File: config.mk
export PLATFORM = sky130hd
export DESIGN_NAME = pc_branch_ctrl
export DESIGN_NICKNAME = d
export VERILOG_FILES = /design/src/rtl/pc_branch_ctrl.sv
export SDC_FILE = /design/constraint.sdc
export NUM_CORES = 1
export LEC_CHECK = 0
export CAP_MARGIN = 20
export CORE_UTILIZATION = 41
export DETAILED_ROUTE_END_ITERATION = 8
export GPL_TIMING_DRIVEN = 0
export MAX_ROUTING_LAYER = met4
export PLACE_DENSITY = 0.78
export SLEW_MARGIN = 20
export SYNTH_ARGS = -nofsm -noshare
export SYNTH_HDL_FRONTEND = slang
export SYNTH_SLANG_ARGS = --single-unit
File: constraint.sdc
create_clock -name clk -period 2.07 [get_ports clk]
set_input_delay 0.3105 -clock clk [delete_from_list [all_inputs] [get_ports clk]]
set_output_delay 0.3105 -clock clk [all_outputs]
set_load 0.01 [all_outputs]
File: src/rtl/pc_branch_ctrl.sv
// Fetch PC owner: resolves branch/JAL/JALR in EX, redirects fetch, holds flush
// for FLUSH_CYCLES after each accepted redirect and counts redirects (saturating).
module pc_branch_ctrl #(
  parameter logic [31:0] RESET_PC     = 32'h0000_0000,
  parameter int          FLUSH_CYCLES = 2,
  parameter int          CNT_W        = 16
) (
  input  logic             clk,
  input  logic             rst_n,
  input  logic             stall,
  input  logic             ex_valid,
  input  logic             br_en,
  input  logic             b,
  input  logic             jal,
  input  logic             jalr,
  input  logic [31:0]      pc_ex,
  input  logic [31:0]      imm,
  input  logic [31:0]      rs1_d,
  output logic [31:0]      pc,
  output logic [31:0]      link_d,
  output logic             flush,
  output logic             misalign,
  output logic [CNT_W-1:0] taken_cnt
);

  typedef enum logic {RUN, FLUSH} state_t;

  localparam logic [2:0]       CNT_INIT = 3'(FLUSH_CYCLES - 1);
  localparam logic             ONE_FC   = (FLUSH_CYCLES == 1);
  localparam logic [CNT_W-1:0] CNT_ONE  = {{(CNT_W-1){1'b0}}, 1'b1};

  state_t           r_state, w_state_nxt;
  logic [2:0]       r_cnt, w_cnt_nxt;
  logic [31:0]      w_pc_nxt, w_target, w_pc_seq;
  logic             w_flush_nxt, w_mis_nxt, w_take, w_bad;
  logic [CNT_W-1:0] w_taken_nxt;

  assign link_d   = pc_ex + 32'd4;
  // jal wins over jalr; conditional branches share the pc-relative target
  assign w_target = (jalr & ~jal) ? ((rs1_d + imm) & ~32'h1) : (pc_ex + imm);
  assign w_take   = (r_state == RUN) & ex_valid & (jal | jalr | (br_en & b));
  assign w_bad    = |w_target[1:0];
  assign w_pc_seq = stall ? pc : pc + 32'd4;

  always_comb begin
    w_state_nxt = r_state;
    w_pc_nxt    = w_pc_seq;
    w_flush_nxt = flush;
    w_cnt_nxt   = r_cnt;
    w_mis_nxt   = 1'b0;
    w_taken_nxt = taken_cnt;
    case (r_state)
      RUN: begin
        w_flush_nxt = 1'b0;
        if (w_take && !w_bad) begin
          // redirect overrides stall
          w_pc_nxt    = w_target;
          w_flush_nxt = 1'b1;
          w_cnt_nxt   = CNT_INIT;
          w_state_nxt = ONE_FC ? RUN : FLUSH;
          if (!(&taken_cnt)) w_taken_nxt = taken_cnt + CNT_ONE;
        end else if (w_take) begin
          w_mis_nxt = 1'b1;
        end
      end
      FLUSH: begin
        if (r_cnt == 3'd0) begin
          w_flush_nxt = 1'b0;
          w_state_nxt = RUN;
        end else begin
          w_cnt_nxt = r_cnt - 3'd1;
        end
      end
      default: w_state_nxt = RUN;
    endcase
  end

  always_ff @(posedge clk or negedge rst_n) begin
    if (!rst_n) begin
      r_state   <= RUN;
      r_cnt     <= 3'd0;
      pc        <= RESET_PC;
      flush     <= 1'b0;
      misalign  <= 1'b0;
      taken_cnt <= '0;
    end else begin
      r_state   <= w_state_nxt;
      r_cnt     <= w_cnt_nxt;
      pc        <= w_pc_nxt;
      flush     <= w_flush_nxt;
      misalign  <= w_mis_nxt;
      taken_cnt <= w_taken_nxt;
    end
  end

endmodule

# Yosys cells after proc, flatten, opt, wreduce, memory -nomap -nowiden
# Index checks and enable logic that the tools add are counted.
[totals]
ramBits = 0
mem_count = 0
latch_bits = 0
out_inout_bits = 82
reg_bits = 54
mem_bits_ro = 0
[classes]
mux = 15
n_addsub = 6
n_reduce_logical = 7
order_cmp = 0
n_eq_ne = 3
bitwise_logic = 9
div = 0
n_mul = 0
shifts = 0
[ops]
columns = ["cell", "n"]
rows = [
  ["$mux 32", 4],
  ["$add 32x3->32 const B", 2],
  ["$add 32x32->32", 2],
  ["$add 16x1->16 const B", 1],
  ["$reduce_and 16->1", 1],
  ["$mux 1", 6],
  ["$mux 3", 2],
  ["$pmux 3 s2", 1],
  ["$and 1x1->1", 4],
  ["$ne 2x1->1 const B", 2],
  ["$pmux 1 s2", 2],
  ["$logic_not 3->1", 1],
  ["$not 1->1", 3],
  ["$reduce_and 3->1", 1],
  ["$sub 3x1->3 const B", 1],
  ["$ne 2x2->1 const B", 1],
  ["$or 1x1->1", 2],
  ["$reduce_and 2->1", 1],
  ["$reduce_or 2->1", 1],
  ["$logic_and 1x1->1", 1],
  ["$logic_not 1->1", 1],
]

# Logic depth before layout (Yosys ltp)
# Gate-level depths: netlist (run 1).
[depth]
word_depth = 8
depth_mapped = 12
depth_no_buf = 10

# Worst setup path after synthesis (run 1)
# OpenSTA, ideal clock, no wires.
[synth_path]
path_type = "input port to flip-flop"
start = "in pc_ex[0]"
end = "reg taken_cnt[11]"
slack_ns = -0.521
cell_stages = 10
t_required_ns = 1.991
n_path_buf = 1
arrival_time_ns = 2.512
cell_sequence = "ha_1 fa_1 or2_2 mux2i_1 nor2b_1 buf_2 o41a_1 nand3_1 nor4_1 xor2_1"
[synth_between]
elab_chain_cells = 6
[synth_rtl]
columns = ["item", "line", "text"]
rows = [
  ["from (decl)", "16", "input logic [31:0] pc_ex,"],
  ["$add 32x32->32", "40", "assign w_target = (jalr & ~jal) ? ((rs1_d + imm) & ~32'h1) : (pc_ex + imm);"],
  ["$mux 32", "40", ""],
  ["$reduce_or 2->1", "42", "assign w_bad = |w_target[1:0];"],
  ["$logic_not 1->1", "55", "if (w_take && !w_bad) begin"],
  ["$logic_and 1x1->1", "55", ""],
  ["$reduce_and 3->1 (no line)", "--", ""],
  ["to (signal assigned)", "92", "taken_cnt <= w_taken_nxt;"],
  ["to (decl)", "23", "output logic [CNT_W-1:0] taken_cnt"],
]
# Every way passes these cells.
# A chain may end at the register's enable or synchronous reset.

# Worst setup path after layout (run 1)
[layout_path]
start = "in rs1_d[0]"
end = "reg pc[24]"
[layout_between]
elab_chain_cells = 7
[layout_rtl]
columns = ["item", "line", "text"]
rows = [
  ["from (decl)", "18", "input logic [31:0] rs1_d,"],
  ["$add 32x32->32 *", "40", ""],
  ["$mux 32 *", "40", ""],
  ["$reduce_or 2->1", "42", ""],
  ["$logic_not 1->1", "55", ""],
  ["$logic_and 1x1->1", "55", ""],
  ["$mux 32 *", "55", ""],
  ["$mux 32 *", "52", "case (r_state)"],
  ["net w_pc_nxt[24]", "34", "logic [31:0] w_pc_nxt, w_target, w_pc_seq;"],
  ["to (signal assigned)", "89", "pc <= w_pc_nxt;"],
  ["to (decl)", "19", "output logic [31:0] pc,"],
]
# Mark *: on every way through the listed nets, which the timed path passes. The rest lies on a longest branch.

==> flow_summary.rst, run 1 <==
.. list-table::
   :header-rows: 1

   * - Metric
     - Value
   * - Leakage Power
     - roughly 4.9 nW
   * - Synth Net Count
     - 1,028
   * - Num rows
     - 46
   * - # fillers
     - between 1,000 and 1,500
   * - PD cells
     - 640 nW/um^2
   * - Post-Place Cell Area
     - 9350 um^2
   * - Count of max-cap constraint violations
     - 0
   * - Library cell used as clock root buffer
     - sky130_fd_sc_hd__clkbuf_16
   * - Largest net degree at the start of global routing
     - 55
   * - Leading area contributor after synthesis
     - sky130_fd_sc_hd__dfrtp_1
   * - Setup slack of the most critical reg-to-reg path
     - -240 ps
   * - Worst vdd rail ir drop
     - 0.427 mV
   * - Number of buffers added by the clock tree synthesis step
     - 5
   * - Total number of clock tree sinks
     - 54
   * - Total setup violations reported at the end of the flow
     - between 40 and 50
   * - Run status
     - finished, violations left
   * - DIE AREA
     - 17,100 um^2
   * - Synth top cells by count
     - sky130_fd_sc_hd__xnor2_1 (79), sky130_fd_sc_hd__nor2_1 (74), sky130_fd_sc_hd__nand2_1 (69), sky130_fd_sc_hd__a21oi_1 (67), sky130_fd_sc_hd__ha_1 (66)
   * - Post-DR wirelength/cell
     - ~21 um
   * - Hold crit path type
     - primary input to async pin
   * - Average via count per standard cell
     - 6.20
   * - Failing checks
     - setup timing
   * - RD Place Congestion
     - 0.944
   * - Crit path setup slack, layout
     - -499 ps
   * - Series of cell instances along the critical path
     - buf_6, and2_4, fa_2, a21o_1, a221o_1, a31oi_4, buf_6, o21ai_4, o211ai_1, nand2_1, xnor2_2, a221oi_2
   * - Average cell area after synthesis
     - 7.92 um^2
   * - Number of storage elements in the synthesis netlist
     - 54
   * - Clk_lat worst skew
     - 290 ps
   * - Footprint of the multi-input gates
     - 7110 um^2
   * - First DRT Iteration DRCs
     - 892
   * - Post-synthesis cell type count
     - 75
   * - Headroom to the max-slew limit
     - 0.249
   * - Storage cell area
     - 1350 um^2
   * - Clock tree from TritonCTS
     - built
   * - Count of flip-flops with a built-in enable after synthesis
     - 0
   * - RSZ-0062 raised after global routing
     - true
   * - Arr. time, crit path
     - 2750 ps
   * - Share of post-route cells with drive strength above 1
     - 0.403
   * - CTS clock-pin slew for the worst setup and hold paths
     - roughly 70 ps
   * - Maximum clock insertion buffer count
     - 2
   * - Maximum fanout along the worst path
     - 2
   * - WP data required
     - 2260 ps
   * - Largest cells by area after synthesis
     - sky130_fd_sc_hd__dfrtp_1 (20%), sky130_fd_sc_hd__ha_1 (12%), sky130_fd_sc_hd__xnor2_1 (10%)
   * - All-Layer GR Usage
     - 0.318
   * - Number of iterations in the first detailed-routing pass
     - 5
   * - Post-layout nets
     - around 1,300
   * - Post-route ant nets
     - 0
   * - Timing-limited maximum frequency
     - a little under 400 MHz
   * - Final clock skew
     - 5.96 ps
   * - Core occupancy in the finished layout
     - 0.745
   * - Time the final worst path needs with I/O delays and setup
     - 2570 ps
   * - Area of all placed cells without fillers
     - 11,900 um^2
   * - Crit path max-delay cell type
     - sky130_fd_sc_hd__a221o_1
   * - Total I/O pin count
     - 186
   * - Number of remaining DRC errors
     - 0
   * - Routed wire length
     - 29,100 um
   * - Via count of the routed design
     - 8,566
   * - Port bufs
     - 185
   * - Part of the cycle the worst path needs
     - 1.24
   * - Post-synthesis instance area
     - about 6800 um^2
   * - Family with the most delay on the worst path
     - compound AO/OA/AOI/OAI gates
   * - Core area
     - 16,000 um^2
   * - Most common cell in the netlist
     - sky130_fd_sc_hd__xnor2_1
   * - Most used cell along the critical path
     - sky130_fd_sc_hd__buf_6
   * - Synthesized netlist cell count
     - 856
   * - R2r endpoint
     - pc[26]
   * - Total count of hold-check failures in the final report
     - 0
   * - Worst-Margin Slew
     - approximately 1100 ps
   * - Starting Density
     - 0.424
   * - Synthesis-to-finish area growth
     - 75.7%
   * - Number of buffers and inverters on the critical path
     - 2
   * - Fin. max-slew vios
     - 0
   * - Vert. Die Dim
     - between 100 and 150 um
   * - Yosys top cell area share
     - 0.199
   * - Cell count of the worst reg-to-reg path
     - 8
   * - HPWL after detailed placement
     - between 15,000 and 20,000 um
   * - Startpoint class of the critical path
     - primary input
   * - Total global routing overflow
     - 0
   * - Number of global-route vias before repair
     - 8,097
   * - Beginning of the critical path
     - rs1_d[0]
   * - Most common flop cell mapped by yosys
     - sky130_fd_sc_hd__dfrtp_1
   * - Part of the Yosys area used for sequential elements
     - 0.199
   * - Worst stage delay on the critical path
     - 390 ps
   * - Number of antenna violations at the first check in global routing
     - 1
   * - Count of yosys warnings during synthesis
     - 0
   * - CTS H-tree depth
     - 2
   * - Horiz. Die Dim
     - 131 um
   * - Beginning of the worst register-to-register path
     - pc[4]
   * - Wire length of the first global-routing pass
     - 41,400 um
   * - Endpoint type of the worst setup path
     - flip-flop
   * - Async set-reset flop share out of synthesis
     - 1.00
   * - Class of the most critical setup path
     - primary input to flip-flop
## state kept, by name, indices dropped and copies added (netlist names)
signal,count
r_state,1
flush,1
taken_cnt,16
misalign,1
pc,32
r_cnt,3
## logic make-up after synthesis
logic type	after synthesis	synth area share
AND/OR/NAND/NOR	313	0.232
AO/OA/AOI/OAI	251	0.249
XOR/XNOR	123	0.159
adder cells (fa/ha/maj)	68	0.128
flip-flops	54	0.199
buffers and inverters	42	0.0255
multiplexers	5	0.00756
## cell type report
cell class / count / share of cell area
multi-input cells: 760 / 0.596
repair buffers: 309 / 0.238
flip-flops and latches: 54 / 0.113
well taps: 216 / 0.0227
plain buffers: 17 / 0.0128
clock buffers: 7 / 0.0111
inverters: 17 / 0.00535
diodes: 1 / 0.000210
## cells in the final DEF, fill, tap and decap left out, types with 7 or more instances in the layout
master / Yosys / final
sky130_fd_sc_hd__buf_4: 2 / 99
sky130_fd_sc_hd__clkdlybuf4s50_1: 0 / 82
sky130_fd_sc_hd__xnor2_1: 79 / 67
sky130_fd_sc_hd__nand2_1: 69 / 61
sky130_fd_sc_hd__nor2_1: 74 / 61
sky130_fd_sc_hd__dfrtp_1: 54 / 54
sky130_fd_sc_hd__ha_4: 0 / 47
sky130_fd_sc_hd__buf_6: 0 / 44
sky130_fd_sc_hd__nand3_1: 53 / 42
sky130_fd_sc_hd__xor2_1: 44 / 41
sky130_fd_sc_hd__a21oi_1: 67 / 41
sky130_fd_sc_hd__nand4_1: 27 / 27
sky130_fd_sc_hd__a21o_1: 28 / 27
sky130_fd_sc_hd__buf_2: 6 / 25
sky130_fd_sc_hd__o21ai_0: 43 / 21
sky130_fd_sc_hd__a21oi_2: 0 / 20
sky130_fd_sc_hd__dlygate4sd2_1: 0 / 19
sky130_fd_sc_hd__clkdlybuf4s15_2: 0 / 18
sky130_fd_sc_hd__inv_1: 17 / 17
sky130_fd_sc_hd__o21ai_1: 5 / 17
sky130_fd_sc_hd__buf_8: 0 / 15
sky130_fd_sc_hd__ha_1: 66 / 13
sky130_fd_sc_hd__a211oi_2: 1 / 12
sky130_fd_sc_hd__clkbuf_2: 0 / 12
sky130_fd_sc_hd__nor3_4: 0 / 11
sky130_fd_sc_hd__xnor2_2: 0 / 11
sky130_fd_sc_hd__and3_1: 19 / 10
sky130_fd_sc_hd__and3_4: 0 / 8
sky130_fd_sc_hd__nor2_2: 0 / 8
sky130_fd_sc_hd__o21ai_2: 0 / 8
sky130_fd_sc_hd__nand3_2: 0 / 7
sky130_fd_sc_hd__a211oi_1: 23 / 7
sky130_fd_sc_hd__o21a_1: 7 / 7
sky130_fd_sc_hd__a21oi_4: 1 / 7
sky130_fd_sc_hd__o211ai_1: 7 / 7
## per-layer routing
metal / vias to the layer above / global-route usage / wire, um
met5: - / - / 0
met4: 0 / 0.151 / 1720
met3: 172 / 0.0432 / 2460
met2: 573 / 0.531 / 14000
met1: 4004 / 0.378 / 11000
li1: 3817 / - / -
## worst max path at each step
stage,to,depth (start not counted)
floorplan,taken_cnt[6],10
global route,pc[24],12
global placement,link_d[31],9
detailed placement,link_d[31],9
finish,pc[24],12
CTS,pc[24],12
## report_power, final
group          internal [mW]  total (mW)  switching (mW)
clock network          0.443       0.791           0.348
logic                   2.47        4.87            2.40
registers               1.43        1.97           0.531
total                   4.35        7.63            3.28
## per-stage QoR
step | TNS, ps | instances | hold slack, ps | power [mW] | setup slack (ps)
2_1_floorplan | -6800 | 856 | 14.9 | 3.93 | -337
3_3_place_gp | -131760 | 1257 | 459 | 5.50 | -1600
3_5_place_dp | -87250 | 1257 | 390 | 5.56 | -1630
4_1_cts | -7730 | 1353 | 81.0 | 7.02 | -371
5_1_grt | -12780 | 1381 | 110 | 7.99 | -549
6_report | -10130 | 1381 | 56.7 | 7.63 | -499
## timing repair
action	4_1_cts	5_1_grt
hold endpoints to repair	0	0
hold buffers	0	0
gates resized for setup	579	128
setup buffers	93	36
gates cloned	2	1
pin swaps	123	80
endpoints found under the setup margin	82	69
(Power assumes the default switching activity.)
==> run 2: changes to the inputs <==
CAP_MARGIN = not set   (was 20)
CORE_UTILIZATION = 40   (was 41)
PLACE_DENSITY = 0.76   (was 0.78)
==> flow_summary.rst, run 2 (synthesis gave the netlist of run 1 again) <==
.. list-table::
   :header-rows: 1

   * - Metric
     - Value
   * - Run status
     - finished, violations left
   * - Failing checks
     - setup timing
   * - Beginning of the worst register-to-register path
     - taken_cnt[9]
   * - Total count of hold-check failures in the final report
     - 0 (unchanged)
   * - Fraction of power consumed by combinational cells
     - 0.627 (-0.011)
   * - Total number of clock tree sinks
     - 54 (unchanged)
   * - Number of iterations in the first detailed-routing pass
     - 5 (unchanged)
   * - Leading cell type in the layout, fill and taps excluded
     - sky130_fd_sc_hd__buf_4
   * - Number of global-route vias before repair
     - 7,909 (-2.3%)
   * - Share of post-route cells with drive strength above 1
     - 0.369 (-0.0342)
   * - Antenna diode count
     - 0 (-1)
   * - First DRT Iteration DRCs
     - 568 (-36%)
   * - Starting Density
     - 0.409 (-0.0149)
   * - Number of antenna violations at the first check in global routing
     - 0 (-1)
   * - Timing-limited maximum frequency
     - 410 MHz (+5.2%)
   * - CTS clock-pin slew for the worst setup and hold paths
     - 60 ps (about the same)
   * - Register share of total power
     - 0.265 (+0.007)
   * - PD cells
     - 626 nW/um^2 (-2.2%)
   * - HPWL after detailed placement
     - 17,900 um (+1.1%)
   * - Average via count per standard cell
     - 5.87 (-5.4%)
   * - Core area
     - 16,600 um^2 (+3.6%)
   * - Count of max-cap constraint violations
     - 0 (unchanged)
   * - Internal cell power
     - 4.24 mW (-2.5%)
   * - RD Place Congestion
     - 0.925 (-2.1%)
   * - Headroom to the max-slew limit
     - 0.353 (+0.104)
   * - Post-route ant nets
     - 0 (unchanged)
   * - Fin cells
     - 1,370 (-0.80%)
   * - Number of buffers added by the clock tree synthesis step
     - 5 (unchanged)
   * - Num rows
     - 47 (+2.2%)
   * - Total I/O pin count
     - 186 (unchanged)
   * - Beginning of the critical path
     - imm[0]
   * - DIE AREA
     - 17,500 um^2 (+2.5%)
   * - Total setup violations reported at the end of the flow
     - 41 (-8.9%)
   * - Port bufs
     - 185 (unchanged)
   * - Clock power share
     - 0.108 (+0.004)
   * - Crit path to
     - taken_cnt[15]
   * - Fraction of power spent switching nets
     - 0.418 (-0.0120)
   * - Maximum fanout along the worst path
     - 3 (+1)
   * - Worst vdd rail ir drop
     - 0.703 mV (+64%)
   * - Fin. max-slew vios
     - 0 (unchanged)
   * - All-Layer GR Usage
     - 0.290 (-0.0279)
   * - Startpoint class of the critical path
     - primary input
   * - Most used cells in the layout excluding fill and tap cells
     - sky130_fd_sc_hd__buf_4 (98), sky130_fd_sc_hd__clkdlybuf4s50_1 (79), sky130_fd_sc_hd__xnor2_1 (66)
   * - Final clock skew
     - 2.47 ps (-3.49 ps)
   * - Number of remaining DRC errors
     - 0 (unchanged)
   * - Via count of the routed design
     - 8,036 (-6.2%)
   * - Wire length of the first global-routing pass
     - 39,700 um (-4.0%)
   * - Number of cells after detailed placement
     - 1,261 (+0.32%)
   * - Synthesis-to-finish area growth
     - 71.6%
   * - Post-layout nets
     - 1,322 (-1.0%)
   * - Cell count of the worst reg-to-reg path
     - 8 (unchanged)
   * - Arr. time, crit path
     - 2650 ps (-100 ps)
   * - WP data required
     - 2280 ps (+20 ps)
   * - Maximum clock insertion buffer count
     - 2 (unchanged)
   * - Post-DR wirelength/cell
     - 19.3 um (-8.4%)
   * - Number of buffers inserted by hold repair at cts
     - 0 (unchanged)
   * - Hold crit path type
     - primary input to async pin
   * - Endpoint type of the worst setup path
     - flip-flop
   * - Total global routing overflow
     - 0 (unchanged)
   * - Part of the cycle the worst path needs
     - 1.18 (-0.0618)
   * - Biggest registers after layout
     - pc: 32 flops, taken_cnt: 16 flops, r_cnt: 3 flops
   * - Time the final worst path needs with I/O delays and setup
     - 2440 ps (-128 ps)
   * - Placement Setup Slack
     - -1640 ps (-13.6 ps)
   * - Class of the most critical setup path
     - primary input to flip-flop
   * - Largest register FFs
     - 32 (unchanged)
   * - Worst-Margin Slew
     - 970 ps (-156 ps)
   * - RSZ-0062 raised after global routing
     - true
   * - CTS H-tree depth
     - 2 (unchanged)
   * - R2r endpoint
     - taken_cnt[1]
   * - Post-Place Cell Area
     - 9360 um^2 (about the same)
   * - Routed wire length
     - 26,500 um (-9.1%)
   * - # fillers
     - 1,215 (+18%)
   * - Largest net degree at the start of global routing
     - 55 (unchanged)
   * - Clk_lat worst skew
     - 290 ps (about the same)
   * - Clock tree from TritonCTS
     - built
   * - Vert. Die Dim
     - 132 um (+1.2%)
   * - Setup slack of the most critical reg-to-reg path
     - -230 ps (about the same)
   * - Crit path setup slack, layout
     - -371 ps (+128 ps)
   * - Horiz. Die Dim
     - 132 um (+1.2%)
   * - Area of all placed cells without fillers
     - 11,600 um^2 (-2.3%)
   * - Biggest register
     - pc
   * - Total net switching power
     - 3.04 mW (-7.2%)
   * - Leakage Power
     - 4.79 nW (-1.8%)
   * - Library cell used as clock root buffer
     - sky130_fd_sc_hd__clkbuf_16
==> run 2: cell types whose count changed in the layout (fill, tap and decap cells not counted), sizes merged <==
cell           previous run  this run
diode                     1         0
dlymetal6s2s              2         3
clkdlybuf4s15            21         9
buf                     186       172
clkdlybuf4s50            82        79
dlygate4sd2              19        38
clkbuf                   23        18
==> run 2: how the worst min path moves through the flow <==
| stage | startpoint | endpoint | slack [ps] | cells past startpoint |
|---|---|---|---|---|
| 2_1_floorplan | rst_n | flush | 10 | 0 |
| 3_3_place_gp | r_cnt[0] | r_cnt[0] | 460 | 1 |
| 3_5_place_dp | rst_n | r_cnt[0] | 390 | 1 |
| 4_1_cts | rst_n | r_cnt[0] | 80 | 1 |
| 5_1_grt | rst_n | r_cnt[0] | 110 | 1 |
| 6_report | rst_n | r_cnt[0] | 50 | 1 |
==> run 2: area by class of cell <==
class                      count  area, um^2  area share
multi-input combinational    760        6970       0.599
timing repair buffer         296        2700       0.232
sequential                    54        1350       0.116
tap                          220         275      0.0237
buffer                        16         150      0.0129
clock buffer                   7         133      0.0114
inverter                      17        63.8     0.00548
==> run 2: per-layer routing <==
metal / wire, um / global-route usage / vias to the layer above
li1: - / - / 3781
met2: 13000 / 0.492 / 417
met4: 880 / 0.0945 / 0
met3: 1780 / 0.0311 / 88
met1: 10800 / 0.360 / 3750
met5: 0 / - / -
==> run 2: worst max-delay path: stages <==
cell	delay [ps]
sky130_fd_sc_hd__buf_8	100
sky130_fd_sc_hd__ha_4	160
sky130_fd_sc_hd__fa_2	430
sky130_fd_sc_hd__or2_4	250
sky130_fd_sc_hd__mux2i_4	190
sky130_fd_sc_hd__nor2b_1	160
sky130_fd_sc_hd__buf_4	120
sky130_fd_sc_hd__o41a_1	180
sky130_fd_sc_hd__buf_6	120
sky130_fd_sc_hd__nand3_4	100
sky130_fd_sc_hd__nor4_4	320
sky130_fd_sc_hd__xor2_1	200
==> run 2: stage by stage <==
stage | total power [mW] | hold slack (ps) | utilization | setup TNS (ps)
after floorplan | 3.93 | 14.9 | - | -6800
after global placement | 5.50 | 458 | 0.564 | -135610
after detailed placement | 5.56 | 392 | 0.564 | -85570
after CTS | 6.90 | 76.7 | 0.664 | -6070
after global routing | 7.69 | 111 | 0.702 | -12310
final | 7.28 | 47.4 | 0.702 | -8600
==> run 2: what timing repair did <==
item / CTS / global route
resized for setup: 524 / 116
endpoints found under the hold margin: 0 / 0
endpoints found under the setup margin: 81 / 62
buffers inserted: 75 / 35
pin swaps: 137 / 82
cloned: 2 / 1
==> run 2: power by group through the flow <==
stage | registers (mW) | logic [mW] | clock network (mW)
global placement | 1.92 | 3.58 | 0
global route | 1.99 | 4.85 | 0.845
detailed placement | 1.93 | 3.63 | 0
floorplan | 2.00 | 1.93 | 0
CTS | 1.92 | 4.17 | 0.811
finish | 1.93 | 4.57 | 0.789
